===== src/rtl/data_mem_arbiter_pkg.sv =====
// Shared definitions for the two-port data memory arbiter: FSM states,
// port identifiers and default sizing of the big-endian 16-bit word memory.
package MemArbPkg;

  localparam int MEM_BYTES_DEFAULT = 128;
  localparam int WORD_W            = 16;

  typedef enum logic [1:0] {
    IDLE   = 2'd0,
    ACCESS = 2'd1,
    RESP   = 2'd2
  } state_e;

  typedef enum logic {
    PORT_A = 1'b0,
    PORT_B = 1'b1
  } port_e;

  function automatic port_e other_port(input port_e p);
    return (p == PORT_A) ? PORT_B : PORT_A;
  endfunction

endpackage


===== src/rtl/data_mem_arbiter_pick.sv =====
// Combinational two-way round-robin pick: a lone requester always wins,
// a tie goes to the port named by the priority pointer.
module RoundRobinPick2
  import MemArbPkg::*;
(
  input  logic  i_req_a,
  input  logic  i_req_b,
  input  port_e i_prio,
  output logic  o_valid,
  output port_e o_winner
);

  // NOTE: every output of a combinational block gets a default first, so no
  // path through the block can leave it unassigned and infer a latch.
  always_comb begin
    o_valid  = i_req_a | i_req_b;
    o_winner = PORT_A;
    if (i_req_a && i_req_b) begin
      o_winner = i_prio;
    end else if (i_req_b) begin
      o_winner = PORT_B;
    end
  end

endmodule


===== src/rtl/data_mem_arbiter.sv =====
// Two-requester round-robin arbiter and access sequencer in front of the
// big-endian 16-bit-word DataMemory; one access in flight, IDLE->ACCESS->RESP.
module data_mem_arbiter
  import MemArbPkg::*;
#(
  parameter int MEM_BYTES = MEM_BYTES_DEFAULT,
  parameter int AW        = 16,
  parameter int DW        = WORD_W
) (
  input  logic          Clock,
  input  logic          ResetN,

  input  logic          ReqA,
  input  logic          WriteA,
  input  logic [AW-1:0] AddrA,
  input  logic [DW-1:0] WDataA,
  output logic          DoneA,
  output logic          ErrA,
  output logic [DW-1:0] RDataA,

  input  logic          ReqB,
  input  logic          WriteB,
  input  logic [AW-1:0] AddrB,
  input  logic [DW-1:0] WDataB,
  output logic          DoneB,
  output logic          ErrB,
  output logic [DW-1:0] RDataB,

  output logic [AW-1:0] MemAddress,
  output logic [DW-1:0] MemWriteData,
  output logic          MemWrite,
  output logic          MemRead,
  input  logic [DW-1:0] MemReadData
);

  // Highest legal word address: the LSB byte at Addr+1 must still exist.
  localparam logic [AW-1:0] LAST_WORD_ADDR = AW'(MEM_BYTES - 2);

  state_e        r_state;
  state_e        w_state_next;
  port_e         r_prio;
  port_e         r_cmd_port;
  logic          r_cmd_write;
  logic [AW-1:0] r_cmd_addr;
  logic [DW-1:0] r_cmd_wdata;
  logic [DW-1:0] r_rdata_a;
  logic [DW-1:0] r_rdata_b;

  logic          w_grant;
  port_e         w_winner;
  logic          w_take_cmd;
  logic          w_err;
  logic          w_sel_write;
  logic [AW-1:0] w_sel_addr;
  logic [DW-1:0] w_sel_wdata;
  logic [DW-1:0] w_load_data;

  RoundRobinPick2 u_pick (
    .i_req_a  (ReqA),
    .i_req_b  (ReqB),
    .i_prio   (r_prio),
    .o_valid  (w_grant),
    .o_winner (w_winner)
  );

  assign w_sel_write = (w_winner == PORT_A) ? WriteA : WriteB;
  assign w_sel_addr  = (w_winner == PORT_A) ? AddrA  : AddrB;
  assign w_sel_wdata = (w_winner == PORT_A) ? WDataA : WDataB;

  assign w_err       = (r_cmd_addr > LAST_WORD_ADDR);
  assign w_load_data = w_err ? '0 : MemReadData;

  // NOTE: state registers use non-blocking assignments so every register
  // samples the pre-edge values of the others, independent of block order.
  always_ff @(posedge Clock or negedge ResetN) begin
    if (!ResetN) begin
      r_state     <= IDLE;
      r_prio      <= PORT_A;
      r_cmd_port  <= PORT_A;
      r_cmd_write <= 1'b0;
      r_cmd_addr  <= '0;
      r_cmd_wdata <= '0;
    end else begin
      r_state <= w_state_next;
      if (w_take_cmd) begin
        r_cmd_port  <= w_winner;
        r_prio      <= other_port(w_winner);
        r_cmd_write <= w_sel_write;
        r_cmd_addr  <= w_sel_addr;
        r_cmd_wdata <= w_sel_wdata;
      end
    end
  end

  // Loads and rejected accesses update the winner's read-data register at the
  // end of ACCESS; a good store leaves it alone.
  always_ff @(posedge Clock or negedge ResetN) begin
    if (!ResetN) begin
      r_rdata_a <= '0;
      r_rdata_b <= '0;
    end else if (r_state == ACCESS && (w_err || !r_cmd_write)) begin
      if (r_cmd_port == PORT_A) begin
        r_rdata_a <= w_load_data;
      end else begin
        r_rdata_b <= w_load_data;
      end
    end
  end

  always_comb begin
    w_state_next = r_state;
    w_take_cmd   = 1'b0;
    MemAddress   = '0;
    MemWrite     = 1'b0;
    MemRead      = 1'b0;
    DoneA        = 1'b0;
    DoneB        = 1'b0;
    ErrA         = 1'b0;
    ErrB         = 1'b0;
    unique case (r_state)
      IDLE: begin
        if (w_grant) begin
          w_take_cmd   = 1'b1;
          w_state_next = ACCESS;
        end
      end
      ACCESS: begin
        MemAddress   = r_cmd_addr;
        MemWrite     = r_cmd_write & ~w_err;
        MemRead      = ~r_cmd_write & ~w_err;
        w_state_next = RESP;
      end
      RESP: begin
        DoneA        = (r_cmd_port == PORT_A);
        DoneB        = (r_cmd_port == PORT_B);
        ErrA         = (r_cmd_port == PORT_A) & w_err;
        ErrB         = (r_cmd_port == PORT_B) & w_err;
        w_state_next = IDLE;
      end
      default: begin
        w_state_next = IDLE;
      end
    endcase
  end

  assign MemWriteData = r_cmd_wdata;
  assign RDataA       = r_rdata_a;
  assign RDataB       = r_rdata_b;

endmodule


===== config.mk =====
export PLATFORM = sky130hd
export DESIGN_NAME = data_mem_arbiter
export DESIGN_NICKNAME = d
export VERILOG_FILES = /design/src/rtl/data_mem_arbiter_pkg.sv /design/src/rtl/data_mem_arbiter_pick.sv /design/src/rtl/data_mem_arbiter.sv
export SDC_FILE = /design/constraint.sdc
export NUM_CORES = 1
export LEC_CHECK = 0
export CAP_MARGIN = 20
export CORE_ASPECT_RATIO = 1.5
export CORE_MARGIN = 2
export CORE_UTILIZATION = 40
export DETAILED_ROUTE_END_ITERATION = 8
export GPL_TIMING_DRIVEN = 1
export PLACE_DENSITY = 0.85
export SYNTH_ARGS = -nofsm -noshare
export SYNTH_HDL_FRONTEND = slang
export SYNTH_SLANG_ARGS = --single-unit

===== constraint.sdc =====
create_clock -name Clock -period 1.9 [get_ports Clock]
set_clock_uncertainty 0.1 [all_clocks]
set_input_delay 0.57 -clock Clock [delete_from_list [all_inputs] [get_ports Clock]]
set_output_delay 0.57 -clock Clock [all_outputs]
set_load 0.02 [all_outputs]

==> results of run 1 <==
## synth_stat cells
master | count | area share
buf_2 | 2 | 0.0033
and2_1 | 16 | 0.033
nor4b_1 | 1 | 0.0029
o21bai_2 | 1 | 0.0038
o21ai_1 | 1 | 0.0017
and3b_1 | 1 | 0.0029
nor4_4 | 2 | 0.014
a22o_1 | 64 | 0.19
o21ai_0 | 2 | 0.0033
nor2_1 | 4 | 0.0050
nor3b_1 | 1 | 0.0025
o21ai_2 | 1 | 0.0029
inv_1 | 2 | 0.0025
a2111oi_4 | 1 | 0.0092
nor3_2 | 1 | 0.0033
nand2_1 | 1 | 0.0013
a21o_1 | 35 | 0.088
nor4b_4 | 1 | 0.0079
dfrtp_1 | 69 | 0.58
nand3_4 | 1 | 0.0059
nand4_1 | 1 | 0.0021
and3_1 | 1 | 0.0021
buf_6 | 2 | 0.0075
nor3_1 | 1 | 0.0017
clkbuf_1 | 11 | 0.014
nand3_1 | 1 | 0.0017
and2b_1 | 1 | 0.0025
a22o_2 | 1 | 0.0033
nor2b_1 | 3 | 0.0063
## worst paths after layout
path,startpoint,depth (start not counted),end,slack [ps]
max,r_cmd_addr[7],6,ErrA,-480
min,RDataB[7],1,RDataB[7],410
max reg2reg,r_cmd_addr[7],7,RDataA[7],-160
min reg2reg,RDataB[7],1,RDataB[7],410
max in group asynchronous,ResetN,3,MemWriteData[11],570
min in group asynchronous,ResetN,2,RDataB[7],520
## timing repair
item / CTS / global route
gates resized for setup: 203 / 12
gates cloned: 1 / 0
pin swaps: 7 / 15
endpoints found under the setup margin: 72 / 54
setup buffers: 5 / 4
hold buffers: 1 / 0
hold endpoints to repair: 11 / 0
## flip-flops by register name, indices dropped and copies added, names as in the netlist
name	cells
r_prio	1
RDataA	16
RDataB	16
r_cmd_addr	16
r_cmd_port	1
r_cmd_write	1
MemWriteData	16
r_state	2
## placed cells by master, fill, tap and decap left out, drive strengths merged, types with 2 or more instances in the layout
cell type       n
nand3           2
inv             2
nor4            2
a21o           35
nor3            2
clkbuf         11
clkdlybuf4s50  84
dlygate4sd2    48
o21ai           4
nor2b           3
a22o           65
buf            76
nor4b           2
nor2            4
and2           16
bufinv          3
dfrtp          69
## final cells by class
class | instances | area (sq um)
timing repair buffer | 209 | 2070
fill | 492 | 1760
sequential | 69 | 1730
multi-input combinational | 143 | 1280
clock buffer | 11 | 151
tap | 100 | 125
clock inverter | 5 | 106
inverter | 2 | 7.51
## power groups by stage
stage / combinational, mW / sequential, mW / clock (mW)
after floorplan: 1.56 / 2.48 / 0
after global placement: 3.63 / 2.18 / 0
after detailed placement: 3.71 / 2.22 / 0
after CTS: 3.95 / 2.21 / 1.54
after global routing: 4.34 / 2.27 / 1.62
final: 4.13 / 2.22 / 1.53
## metal layers
| layer | track usage | up-vias | part of all wire |
|---|---|---|---|
| met3 | 0.0440 | 29 | 0.071 |
| met1 | 0.311 | 1472 | 0.35 |
| met4 | 0.124 | 0 | 0.031 |
| met2 | 0.473 | 169 | 0.55 |
| met5 | 0 | - | 0 |
| li1 | - | 1288 | - |
## through the flow
step	TNS, ps	setup slack, ps
floorplan	-76.8	-45.0
global placement	-14920	-526
detailed placement	-16430	-552
CTS	-4350	-463
global route	-14170	-571
finish	-9520	-480
## cell families after synthesis
| group | Yosys count |
|---|---|
| buffers and inverters | 17 |
| AND/OR/NAND/NOR | 37 |
| AO/OA/AOI/OAI | 106 |
| flip-flops | 69 |
## worst max-delay path, cell delays in order (launching register included)
cell and delay (ps):
dfrtp_1 410, nor4_4 350, nand3_4 150, nor2_4 120, buf_4 130, nor2b_1 40, buf_4 150
==> results.json, run 1 <==
{
  "holdWs_ps": 409,
  "drtIter0Drc": 286,
  "cts.path.max_buffers": 2,
  "cap_violations": 0,
  "via_count": 2958,
  "max_freq_ghz": 0.420,
  "tritoncts": "yes",
  "grt_antenna_before_repair": 0,
  "rows": 38,
  "initial_utilization": 0.414,
  "finalCritPeriodShare": 1.25,
  "place_inst": 513,
  "path_clk_slew_ps": 80,
  "seq_power_share": 0.282,
  "cts_root_buf": "clkbuf_8",
  "grt_pass1_vias": 3097,
  "design.die.area_sq_um": 8200,
  "die_x_um": 74.6,
  "drtPass1Iterations": 7,
  "switchingPower_mw": 2.79,
  "synth_seq_cells": 69,
  "rsz0062_at_grt": "true",
  "worst_slew_pin_slew_ps": 404,
  "powerDensity_nw_per_um2": 1440,
  "overflow": 0,
  "synth-compound-area-share": 0.300,
  "leakagePower_nw": 2.84,
  "combinationalPowerShare": 0.524,
  "syn_area_sq_um": 2990,
  "dpl_cell_area_sq_um": 5030,
  "seq_area_frac_synth": 0.577,
  "hp-class": "reg -> reg",
  "syn_area_per_cell_sq_um": 13.1,
  "grt_max_degree": 59,
  "synth_fa_ha_area_frac": 0,
  "final_cell_count_no_fill": 539,
  "n_antenna_cell": 0,
  "p_clk_frac": 0.195,
  "setup_viol_count_final": 54,
  "swShare": 0.354,
  "globalRouteTotalUtil": 0.268,
  "port_buffers": 155,
  "slew_headroom": 0.728,
  "gp_congestion": 0.840,
  "power_mw": 7.88,
  "synthXorXnorAreaFrac": 0,
  "arrival_ps": 1710,
  "dp_hpwl_mm": 7.13,
  "antenna_left": 0,
  "cp_max_fo": 3,
  "numCtsBuffers": 9,
  "violations": "negative setup slack",
  "viasPerCell": 5.49,
  "coreArea_sq_um": 7230,
  "area_growth_pct": 82.7,
  "cts.sink_count": 69,
  "critPathCaptureType": "output port",
  "status": "finished, violations left",
  "drive_gt1_frac": 0.287,
  "drc": 0,
  "final_area_sq_um": 5460,
  "fin_util": 0.756,
  "syn_nets": 315,
  "wl_mm": 11.1,
  "peakVddDrop_mv": 0.916,
  "crit_type": "reg -> out",
  "die_h_um": 110,
  "synth_cell_types": 29,
  "ctsHtreeMaxLevel": 3,
  "yosysWarnings": 0,
  "fin_crit_ps": 2380,
  "final_max_slew_viol_count": 0,
  "critPathRequiredTime_ps": 1230,
  "intPower_mw": 5.09,
  "synth-simple-area-share": 0.0958,
  "pin_count": 156,
  "synth_top_family_by_area": "compound AO/OA/AOI/OAI gates",
  "hold_violations": 0,
  "grt_pass1_wl_mm": 16.1,
  "startpoint_type": "register",
  "synthMuxAreaShare": 0,
  "fin_ws_ps": -480,
  "insertion_delay_ps": 350,
  "num-nets-final": 520,
  "postSynthCellCount": 229,
  "routedWlPerCell_um": 20.6
}
Power figures use the tool's default switching activity.
==> run 2: changes to the inputs <==
--- a/config.mk
+++ b/config.mk
@@ -11,7 +11,8 @@
 export CORE_UTILIZATION = 40
 export DETAILED_ROUTE_END_ITERATION = 8
 export GPL_TIMING_DRIVEN = 1
-export PLACE_DENSITY = 0.85
+export PLACE_DENSITY = 0.84
 export SYNTH_ARGS = -nofsm -noshare
 export SYNTH_HDL_FRONTEND = slang
+export SYNTH_HIERARCHICAL = 1
 export SYNTH_SLANG_ARGS = --single-unit
==> run 2 against run 1 <==
Against the previous run:
- the run still ends with negative setup slack left
- design area rose by 3.7%
- maximum frequency rose by 3.1%
- sequential power fell by 3%
- critical path depth fell by 2
- total power fell by 4.7%
==> results.json, run 2 <==
{
  "wl_met3_um": 469,
  "grt_max_degree": 35,
  "overflow": 0,
  "r2r_slack_ps": -190,
  "drc": 0,
  "hold_violations": 0,
  "insertion_delay_ps": 330,
  "rr_endpoint": "RDataA[0]",
  "r2r_cells": 8,
  "status": "finished, violations left",
  "dpl_cell_area_sq_um": 5160,
  "yosys.area.top_type": "dfrtp_1",
  "synth-edff-count": 0,
  "fin_crit_ps": 2310,
  "cts.path.max_buffers": 2,
  "final_area_sq_um": 5660,
  "synth_cell_types": 29,
  "drtPass1Iterations": 4,
  "seq_area_frac_synth": 0.563,
  "intPower_mw": 4.81,
  "wl_mm": 10.1,
  "tritoncts": "yes",
  "pin_count": 156,
  "drive_gt1_frac": 0.273,
  "path_clk_slew_ps": 60,
  "die_x_um": 75.5,
  "syn_nets": 348,
  "reg2reg_from": "r_cmd_addr[14]",
  "synth_top_flop_cell": "dfrtp_1",
  "coreArea_sq_um": 7510,
  "final_cell_mix": "clkdlybuf4s50_1, dfrtp_1, dlygate4sd2_1, buf_4",
  "final_cell_count_no_fill": 578,
  "finalCritPeriodShare": 1.21,
  "cts.sink_count": 69,
  "crit_type": "reg -> out",
  "switchingPower_mw": 2.70,
  "startpoint_type": "register",
  "globalRouteTotalUtil": 0.231,
  "swShare": 0.360,
  "design.die.area_sq_um": 8400,
  "peakVddDrop_mv": 0.869,
  "numCtsBuffers": 9,
  "place_inst": 548,
  "multi_input_area_sq_um": 1360,
  "rsz0062_at_grt": "true",
  "grt_pass1_wl_mm": 14.9,
  "seqCellArea_sq_um": 1730,
  "die_h_um": 111,
  "synth_seq_cells": 69,
  "n_antenna_cell": 0,
  "cts_root_buf": "clkbuf_16",
  "viasPerCell": 5.00,
  "worst_slew_pin_slew_ps": 478,
  "cap_violations": 0,
  "fill_cells": 520,
  "syn_area_sq_um": 3070,
  "syn_area_per_cell_sq_um": 11.7,
  "routedWlPerCell_um": 17.5,
  "postSynthCellCount": 262,
  "rows": 39,
  "cp_max_fo": 3,
  "antenna_left": 0,
  "max_freq_ghz": 0.433,
  "slew_headroom": 0.681,
  "hp-class": "in -> async",
  "yosysWarnings": 6,
  "drtIter0Drc": 117,
  "mostFrequentLayoutCell": "clkdlybuf4s50_1",
  "via_count": 2892,
  "fin_ws_ps": -408,
  "leakagePower_nw": 2.72,
  "area_growth_pct": 84.6,
  "final_max_slew_viol_count": 0,
  "seq_power_share": 0.286,
  "netlist_top_cells_area": "dfrtp_1, mux2i_1, a22o_1, a21oi_1, nor2_1",
  "met1_length_mm": 3.66,
  "combinationalPowerShare": 0.513,
  "synth_most_common_cell": "dfrtp_1",
  "num-nets-final": 557,
  "critPathRequiredTime_ps": 1230,
  "initial_utilization": 0.408,
  "grt_pass1_vias": 3160,
  "async_reset_ff_frac": 1.00,
  "critPathCaptureType": "output port",
  "powerDensity_nw_per_um2": 1330,
  "synthTopCellsByCount": "dfrtp_1, nor2_1, mux2i_1, a21oi_1, a22o_1",
  "setup_viol_count_final": 54,
  "gp_congestion": 0.747,
  "pre_cts_slack_ps": -526,
  "port_buffers": 155,
  "grt_antenna_before_repair": 0,
  "top_layer": "met4",
  "arrival_ps": 1640,
  "ctsHtreeMaxLevel": 3,
  "dp_hpwl_mm": 6.95,
  "power_mw": 7.51,
  "p_clk_frac": 0.201,
  "yosysTopAreaCellShare": 0.563,
  "wl_met2_mm": 5.74,
  "violations": "negative setup slack"
}
## run 2: cell count changes after synthesis, sizes merged, moves of 2 or more
cell / before / now
o21ai: 4 / 2
clkbuf: 11 / 7
a21oi: 0 / 33
buf: 4 / 10
nor2: 4 / 36
mux2i: 0 / 34
a22o: 65 / 32
a21o: 35 / 0
## run 2: how the worst max path moves through the flow
| stage | startpoint | endpoint | slack (ps) | depth (start not counted) |
|---|---|---|---|---|
| global placement | r_cmd_addr[9] | MemWrite | -510 | 5 |
| detailed placement | r_cmd_addr[9] | MemWrite | -530 | 5 |
| floorplan | r_cmd_addr[9] | MemRead | -30 | 3 |
| CTS | r_cmd_addr[14] | MemRead | -400 | 4 |
| global route | r_cmd_addr[14] | MemRead | -500 | 4 |
| finish | r_cmd_addr[14] | MemRead | -410 | 4 |
## run 2: stage by stage
step | setup TNS, ps | utilization | hold WS, ps
after floorplan | -198 | - | 174
after global placement | -12450 | 0.687 | 388
after detailed placement | -14060 | 0.687 | 391
after CTS | -4220 | 0.734 | 109
after global routing | -10720 | 0.754 | 127
final | -6850 | 0.754 | 104
## run 2: what timing repair did
action	4_1_cts	5_1_grt
endpoints found under the setup margin	70	80
pin swaps	6	9
gates resized for setup	205	13
setup buffers	5	7
hold buffers	0	0
cloned	2	4
## run 2: power by group through the flow
stage / clock, mW / sequential [mW] / combinational [mW]
finish: 1.51 / 2.15 / 3.85
floorplan: 0 / 2.34 / 1.28
global placement: 0 / 2.10 / 3.23
detailed placement: 0 / 2.13 / 3.32
global route: 1.60 / 2.19 / 4.10
CTS: 1.51 / 2.13 / 3.60
## run 2: logic make-up (layout without fill, tap and decap cells)
family | count (synthesis) | after routing | share of synthesized area
compound gates | 69 | 69 | 0.156
buf+inv | 19 | 233 | 0.0314
flops | 69 | 69 | 0.563
mux | 35 | 35 | 0.115
simple gates | 70 | 70 | 0.135
## run 2: layer usage
layer / global-route usage / vias up
li1: - / 1356
met1: 0.249 / 1413
met5: 0 / -
met2: 0.419 / 104
met4: 0.0819 / 0
met3: 0.0536 / 19
## run 2: worst max-delay path, cell delays in order, from the launching register on
cell	delay [ps]
dfrtp_1	400
nor4_4	320
nand3_4	150
nor4b_4	250
buf_4	190
## run 2: cell type report
| type | count | area share |
|---|---|---|
| Clock buffer | 12 | 0.0435 |
| Multi-Input combinational cell | 174 | 0.239 |
| Clock inverter | 4 | 0.00420 |
| Timing Repair Buffer | 215 | 0.384 |
| Tap cell | 102 | 0.0225 |
| Inverter | 2 | 0.00133 |
| Sequential cell | 69 | 0.305 |
==> run 3: changes to the inputs <==
--- a/config.mk
+++ b/config.mk
@@ -8,10 +8,11 @@
 export CAP_MARGIN = 20
 export CORE_ASPECT_RATIO = 1.5
 export CORE_MARGIN = 2
-export CORE_UTILIZATION = 40
+export CORE_UTILIZATION = 62
 export DETAILED_ROUTE_END_ITERATION = 8
+export DONT_BUFFER_PORTS = 1
 export GPL_TIMING_DRIVEN = 1
-export PLACE_DENSITY = 0.84
+export PLACE_DENSITY = 0.82
 export SYNTH_ARGS = -nofsm -noshare
 export SYNTH_HDL_FRONTEND = slang
 export SYNTH_HIERARCHICAL = 1
==> run 3 against run 2 <==
Against the previous run:
- the flow finishes with violations (negative hold slack, negative setup slack)
- wire length shrank 34%
- sequential power grew 13%
- non-clock buffer count shrank 182
- sequential cell count is the same
- design area shrank 35%
- die area shrank 34%
- first-iteration DRC count grew 44%
==> results.json, run 3 (synthesis results as in run 2) <==
{
  "intPower_mw": 3.35,
  "drc": 0,
  "cts.sink_count": 69,
  "arrival_ps": 1640,
  "final_cell_mix": "dfrtp_1, nor2_1, mux2i_1, a21oi_1, a22o_1",
  "rows": 31,
  "r2r_cells": 7,
  "crit_type": "reg -> out",
  "critPathRequiredTime_ps": 1230,
  "tritoncts": "yes",
  "antenna_left": 0,
  "leakagePower_nw": 1.68,
  "coreArea_sq_um": 4810,
  "drtPass1Iterations": 4,
  "p_clk_frac": 0.177,
  "design.die.area_sq_um": 5540,
  "pin_count": 156,
  "port_buffers": 0,
  "n_antenna_cell": 0,
  "cts.path.max_buffers": 2,
  "area_growth_pct": 19.5,
  "die_x_um": 61.4,
  "num-nets-final": 375,
  "startpoint_type": "register",
  "cp_max_fo": 3,
  "wl_mm": 6.69,
  "dp_hpwl_mm": 4.80,
  "grt_pass1_vias": 2119,
  "seq_power_share": 0.439,
  "reg2reg_from": "r_cmd_addr[14]",
  "drtIter0Drc": 169,
  "die_h_um": 90.2,
  "slew_headroom": 0.768,
  "hold_violations": 69,
  "drive_gt1_frac": 0.266,
  "final_max_slew_viol_count": 0,
  "path_clk_slew_ps": 70,
  "fin_ws_ps": -410,
  "pre_cts_slack_ps": -56.1,
  "finalCritPeriodShare": 1.22,
  "mostFrequentLayoutCell": "dfrtp_1",
  "grt_antenna_before_repair": 0,
  "switchingPower_mw": 2.16,
  "rr_endpoint": "RDataA[4]",
  "rsz0062_at_grt": "true",
  "globalRouteTotalUtil": 0.248,
  "cts_root_buf": "clkbuf_8",
  "initial_utilization": 0.638,
  "overflow": 0,
  "gp_congestion": 0.756,
  "holdWs_ps": -165,
  "combinationalPowerShare": 0.385,
  "peakVddDrop_mv": 0.863,
  "viasPerCell": 5.94,
  "setup_viol_count_final": 54,
  "grt_max_degree": 70,
  "fin_util": 0.762,
  "cap_violations": 0,
  "grt_pass1_wl_mm": 10.3,
  "powerDensity_nw_per_um2": 1500,
  "via_count": 2132,
  "routedWlPerCell_um": 18.6,
  "critPathCaptureType": "output port",
  "max_freq_ghz": 0.433,
  "fin_crit_ps": 2310,
  "worst_slew_pin_slew_ps": 347,
  "hp-class": "in -> async",
  "status": "finished, violations left",
  "r2r_slack_ps": -100,
  "swShare": 0.392,
  "violations": "negative hold slack, negative setup slack",
  "numCtsBuffers": 9,
  "insertion_delay_ps": 320,
  "ctsHtreeMaxLevel": 3
}
==> run 3: power by group through the flow <==
| stage | logic, mW | registers, mW | clock network [mW] |
|---|---|---|---|
| after floorplan | 1.28 | 2.34 | 0 |
| after global placement | 1.69 | 2.40 | 0 |
| after detailed placement | 1.75 | 2.42 | 0 |
| after CTS | 2.05 | 2.41 | 1.00 |
| after global routing | 2.30 | 2.47 | 1.07 |
| final | 2.12 | 2.42 | 0.972 |
==> run 3: final cells by class <==
class / instances / area, sq um
timing repair buffer: 33 / 347
clock inverter: 2 / 10.0
sequential: 69 / 1730
clock buffer: 13 / 149
fill: 326 / 1140
inverter: 2 / 7.51
tap: 66 / 82.6
multi-input combinational: 174 / 1350
==> run 3: worst max path at each step <==
stage	startpoint	endpoint	slack, ps	cells after the start
floorplan	r_cmd_addr[9]	MemRead	-30	3
global placement	r_cmd_addr[9]	MemRead	0.4	4
detailed placement	r_cmd_addr[9]	MemRead	-60	4
CTS	r_cmd_addr[9]	MemRead	-430	4
global route	r_cmd_addr[14]	MemRead	-490	4
finish	r_cmd_addr[14]	MemRead	-410	4
==> run 3: layer usage <==
metal  track usage  routed length [um]  up-vias
met5             0                   0        -
met4        0.0904                 138        0
met3        0.0734                 479       17
met2         0.426                3600      109
met1         0.278                2470     1019
li1              -                   -      987
==> run 3: metrics by stage <==
step / instance area, sq um / power, mW / cells / setup TNS, ps
floorplan: 3100 / 3.62 / 262 / -198
global placement: 3320 / 4.09 / 333 / 0
detailed placement: 3320 / 4.17 / 333 / -104
CTS: 3610 / 5.47 / 354 / -2630
global route: 3670 / 5.84 / 359 / -9320
finish: 3670 / 5.51 / 359 / -5330
==> run 3: what timing repair did <==
action | CTS | global route
pin swaps | 4 | 4
gates cloned | 1 | 0
endpoints found under the hold margin | 69 | 69
endpoints found under the setup margin | 21 | 53
setup buffers | 5 | 6
gates resized for setup | 43 | 8
==> run 3: critical path: stages, from the launching register on <==
cell and delay (ps):
dfrtp_1 420, nor4_4 330, nand3_4 140, nor4b_4 240, buf_4 180
